**src/rtl/oh_pads_cfgload.sv**
```systemverilog
// rtl/oh_pads_cfgload.sv - serial loader for the pad-ring configuration daisy chain
module oh_pads_cfgload #(
  parameter int NPADS    = 16,
  parameter int CFGW     = 13,
  parameter int DIV      = 2,
  parameter int AUTOLOAD = 1
) (
  input  logic                   clk,
  input  logic                   nreset,
  input  logic                   start,
  input  logic [NPADS*CFGW-1:0]  cfg_bus,
  output logic                   serial_clk,
  output logic                   serial_data,
  output logic                   serial_load,
  output logic                   busy,
  output logic                   done
);

  localparam int NBITS = NPADS * CFGW;
  localparam int BW    = $clog2(NBITS + 1);
  localparam int DW    = $clog2(DIV + 1);
  localparam logic [BW-1:0] LAST_BIT  = BW'(NBITS - 1);
  localparam logic [DW-1:0] LAST_TICK = DW'(DIV - 1);

  typedef enum logic [2:0] {
    IDLE = 3'd0,
    SLO  = 3'd1,
    SHI  = 3'd2,
    LOAD = 3'd3,
    FIN  = 3'd4
  } state_e;

  state_e           state_q, state_d;
  logic [DW-1:0]    tick_q, tick_d;
  logic [BW-1:0]    bit_q, bit_d;
  logic [NBITS-1:0] shreg_q, shreg_d;
  logic             pend_q, pend_d;

  logic sclk_q, sclk_d;
  logic sdata_q, sdata_d;
  logic sload_q, sload_d;
  logic busy_q, busy_d;
  logic done_q, done_d;

  logic phase_end;
  logic trigger;

  assign phase_end = (tick_q == LAST_TICK);
  // A pending autoload counts as a start; both in the same cycle still make one transfer.
  assign trigger   = start | ((AUTOLOAD != 0) && pend_q);

  // State, counters, image and registered outputs; reset aborts without ever raising load.
  always_ff @(posedge clk or negedge nreset) begin
    if (!nreset) begin
      state_q <= IDLE;
      tick_q  <= '0;
      bit_q   <= '0;
      shreg_q <= '0;
      pend_q  <= 1'b1;
      sclk_q  <= 1'b0;
      sdata_q <= 1'b0;
      sload_q <= 1'b0;
      busy_q  <= 1'b0;
      done_q  <= 1'b0;
    end else begin
      state_q <= state_d;
      tick_q  <= tick_d;
      bit_q   <= bit_d;
      shreg_q <= shreg_d;
      pend_q  <= pend_d;
      sclk_q  <= sclk_d;
      sdata_q <= sdata_d;
      sload_q <= sload_d;
      busy_q  <= busy_d;
      done_q  <= done_d;
    end
  end

  // Sequencing: each bit is DIV cycles low then DIV cycles high, then a DIV-cycle load strobe.
  always_comb begin
    state_d = state_q;
    tick_d  = tick_q;
    bit_d   = bit_q;
    shreg_d = shreg_q;
    pend_d  = pend_q;
    unique case (state_q)
      IDLE: begin
        if (trigger) begin
          shreg_d = cfg_bus;
          pend_d  = 1'b0;
          bit_d   = '0;
          tick_d  = '0;
          state_d = SLO;
        end
      end
      SLO: begin
        if (phase_end) begin
          tick_d  = '0;
          state_d = SHI;
        end else begin
          tick_d = tick_q + DW'(1);
        end
      end
      SHI: begin
        if (phase_end) begin
          tick_d  = '0;
          shreg_d = shreg_q << 1;
          bit_d   = bit_q + BW'(1);
          state_d = (bit_q == LAST_BIT) ? LOAD : SLO;
        end else begin
          tick_d = tick_q + DW'(1);
        end
      end
      LOAD: begin
        if (phase_end) begin
          tick_d  = '0;
          state_d = FIN;
        end else begin
          tick_d = tick_q + DW'(1);
        end
      end
      FIN: begin
        state_d = IDLE;
      end
      default: begin
        state_d = IDLE;
      end
    endcase
  end

  // Outputs decoded from the next state so the output flops change together with the state.
  always_comb begin
    sclk_d  = (state_d == SHI);
    sdata_d = ((state_d == SLO) || (state_d == SHI)) && shreg_d[NBITS-1];
    sload_d = (state_d == LOAD);
    busy_d  = (state_d == SLO) || (state_d == SHI) || (state_d == LOAD);
    done_d  = (state_d == FIN);
  end

  assign serial_clk  = sclk_q;
  assign serial_data = sdata_q;
  assign serial_load = sload_q;
  assign busy        = busy_q;
  assign done        = done_q;

endmodule
```
**config.mk**
```make
export PLATFORM = sky130hd
export DESIGN_NAME = oh_pads_cfgload
export DESIGN_NICKNAME = d
export VERILOG_FILES = /design/src/rtl/oh_pads_cfgload.sv
export SDC_FILE = /design/constraint.sdc
export NUM_CORES = 1
export LEC_CHECK = 0
export ABC_AREA = 0
export BUFFER_PORTS_ARGS = -buffer_cell sky130_fd_sc_hd__clkbuf_2
export CAP_MARGIN = 20
export CORE_MARGIN = 5
export CORE_UTILIZATION = 49
export CTS_CLUSTER_DIAMETER = 50
export CTS_CLUSTER_SIZE = 8
export DETAILED_ROUTE_END_ITERATION = 10
export GPL_ROUTABILITY_DRIVEN = 0
export GPL_TIMING_DRIVEN = 0
export PLACE_DENSITY_LB_ADDON = 0.15
export SLEW_MARGIN = 20
export SYNTH_ARGS = -nofsm -noshare
export SYNTH_HDL_FRONTEND = slang
export SYNTH_SLANG_ARGS = --single-unit
```
**constraint.sdc**
```tcl
create_clock -name clk -period 1.4 [get_ports clk]
set_clock_uncertainty 0.05 [all_clocks]
set_input_delay 0.14 -clock clk [delete_from_list [all_inputs] [get_ports clk]]
set_output_delay 0.14 -clock clk [all_outputs]
set_load 0.03 [all_outputs]
```
==> run metrics <==
Hold Path Class=primary input to flop; worst skew pair latency=0.49 ns; final worst-path setup slack=-0.333 ns; Die W=150 microns; leading register cell type out of synthesis=dfrtp_1; Slew Limit Headroom=67.5%; Final ANT Viol Nets=0; total power=15200 uW; r2r startpoint=pend_q; hold_ws=0.0854 ns; area leader, netlist=dfrtp_1; post-synthesis sequential area ratio=59.6%; Avg WL per Cell=18.0 microns; gr usage total=25.4%; Worst-path clk slew=0.05 ns; Worst-Margin Slew=0.488 ns; Worst setup SP type=flop; cell with the most instances after synthesis=nand2_1; max-slew violations=0; Clock power frac=50.3%; outcome=complete, but fails checks; CTS tree=built; dpl ws=-0.539 ns; Final Core Density=80.2%; Initial Util=49.3%; R2R Setup Slk=-0.33 ns; Mapped Area=9540 sq um; global route overflow=0; WS Path Type=flop to flop; syn nets=1188; FF+latch count, synth=227; endpoint class of the critical path=flop; via count=9357; nets@finish=1673; Port Buffers=215; vias in the first global route=9515; HP Start=start; Die Area=22400 sq um; Root Driver=clkbuf_16; cell area power density=983 nW/um^2; share of cells above drive strength 1=33.5%; Yosys warning count=0; H-tree levels=2; CP arrival=2.04 ns; Post-synth top cells=nand2_1 (417), dfrtp_1 (226), a22oi_1 (206); Cell variety after synth=40; Async SR Flop Fraction=100%; Sw Pwr=3210 uW; CTS buffer count=36; Final period util=124%; fmax=0.577 GHz; RSZ-0062 raised after global routing=true; clock sink total=227; largest net degree at the start of global routing=90; switching share of power=21.0%; hold path depth=4; top-area cell type share of the netlist area=59.3%; DRC Markers=0; Syn-to-layout area delta=62.6%; height of the die=150 microns; leakage=0.00802 uW; GR Layer Usage met3=5.12%; WL final=31200 microns; initial detailed-routing violation count=452; reg2reg end=shreg_q[55]; Worst VDD drop=0.000960 V; combinational share of power=6.5%; Final Hold Fails=0; core area=19300 sq um; HPWL Detailed=15800 microns; GRT busiest layer=met2; Synth area leaders=dfrtp_1 (59%), nand2_1 (16%), a22oi_1 (16%), buf_2 (3.3%), buf_4 (0.47%); CTS max path bufs=3; R2R cell count=7; Int Pwr=12000 uW; Setup Viol. Count Final=220; antenna violations before repair=2; FP Rows=51; max_cap viols=0; io pins=216; failing checks=setup timing; met2 Track Usage GR=41.3%; Post-synth EDFFs=0; Max FO, Critical Path=10; hold endpoint=tick_q[1]; Cells after Synth=976; fin crit period=1.73 ns; vias per cell=5.38; sequential fraction of design power=43.1%; first-pass GRT wire length=46200 microns; Worst EP required=1.71 ns; iteration count of the initial detailed-routing pass=5; met1 usage=32.6%; syn avg cell area=9.77 sq um
==> metal layers <==
layer  wire length (microns)  vias to the layer above
li1                        -                     4348
met1                   12300                     4545
met2                   15700                      349
met3                    1790                      115
met4                    1440                        0
met5                       0                        -
==> cell usage in the layout, fill, tap and decap left out, drive strengths merged, types with 3 or more instances in the layout <==
cell type | netlist | routed
clkinv | 0 | 3
clkbuf | 1 | 269
o21ai | 5 | 5
nor2 | 8 | 8
diode | 0 | 3
nand2 | 417 | 417
and2 | 3 | 3
buf | 69 | 83
xnor2 | 3 | 3
dfrtp | 226 | 226
dlygate4sd3 | 0 | 209
nor3 | 3 | 3
and3 | 4 | 4
a22oi | 207 | 207
==> sequential cells by signal, indices dropped and copies added (netlist names), 2 cells and up <==
signal,flops
shreg_q,208
state_q,3
tick_q,2
bit_q,8
==> power groups by stage <==
| stage | clock (uW) | combinational (uW) | sequential (uW) |
|---|---|---|---|
| final | 7670 | 998 | 6580 |
| after CTS | 7770 | 953 | 6580 |
| after floorplan | 0 | 7.87 | 6680 |
| after detailed placement | 0 | 475 | 6680 |
| after global routing | 8100 | 1070 | 6570 |
| after global placement | 0 | 456 | 6680 |
==> through the flow <==
| stage | std cells | setup TNS (ns) | area [sq um] |
|---|---|---|---|
| 2_1_floorplan | 976 | -18.50 | 9690 |
| 3_3_place_gp | 1456 | -1109.75 | 11100 |
| 3_5_place_dp | 1458 | -93.39 | 11200 |
| 4_1_cts | 1722 | -45.09 | 14700 |
| 5_1_grt | 1738 | -64.01 | 15500 |
| 6_report | 1739 | -50.39 | 15500 |
==> layout make-up <==
type | count | area [sq um]
diodes | 3 | 7.51
plain buffers | 70 | 796
clock buffers | 44 | 982
clock inverters | 4 | 22.5
fillers | 1073 | 3830
inverters | 2 | 7.51
multi-input cells | 677 | 4120
flip-flops and latches | 227 | 5690
well taps | 265 | 332
repair buffers | 447 | 3550
==> how the worst max path moves through the flow <==
stage	from	endpoint	slack [ns]	cells after the start
finish	pend_q	shreg_q[55]	-0.33	7
CTS	pend_q	shreg_q[48]	-0.25	7
detailed placement	state_q[1]	shreg_q[131]	-0.54	6
global route	state_q[1]	shreg_q[52]	-0.39	7
floorplan	state_q[1]	shreg_q[100]	-0.11	6
global placement	nreset	shreg_q[98]	-4.51	1
==> cell families (layout without fill, tap and decap cells) <==
kind of cell	after synthesis	after routing	share of synthesized area [%]
AOI/OAI and AO/OA	219	219	17.2
xor gates and xnor gates	5	5	0.459
adders and majority gates	1	1	0.131
buffers and inverters	72	567	3.90
DFF	227	227	59.6
muxes	2	2	0.223
other	0	3	0
and+or+nand+nor	450	450	18.6
==> worst max-delay path: stages (launching register included) <==
cell,delay [ns]
dfstp_2,0.36
or2_4,0.23
and2_4,0.15
buf_12,0.15
buf_12,0.15
buf_6,0.14
a22oi_1,0.26
nand2_1,0.10
==> timing repair <==
action / 4_1_cts / 5_1_grt
endpoints found under the setup margin: 220 / 221
gates cloned: 0 / 9
endpoints found under the hold margin: 262 / 0
gates resized for setup: 88 / 160
hold buffers: 209 / 0
setup buffers: 7 / 5
pin swaps: 10 / 43
Power figures use the tool's default switching activity.
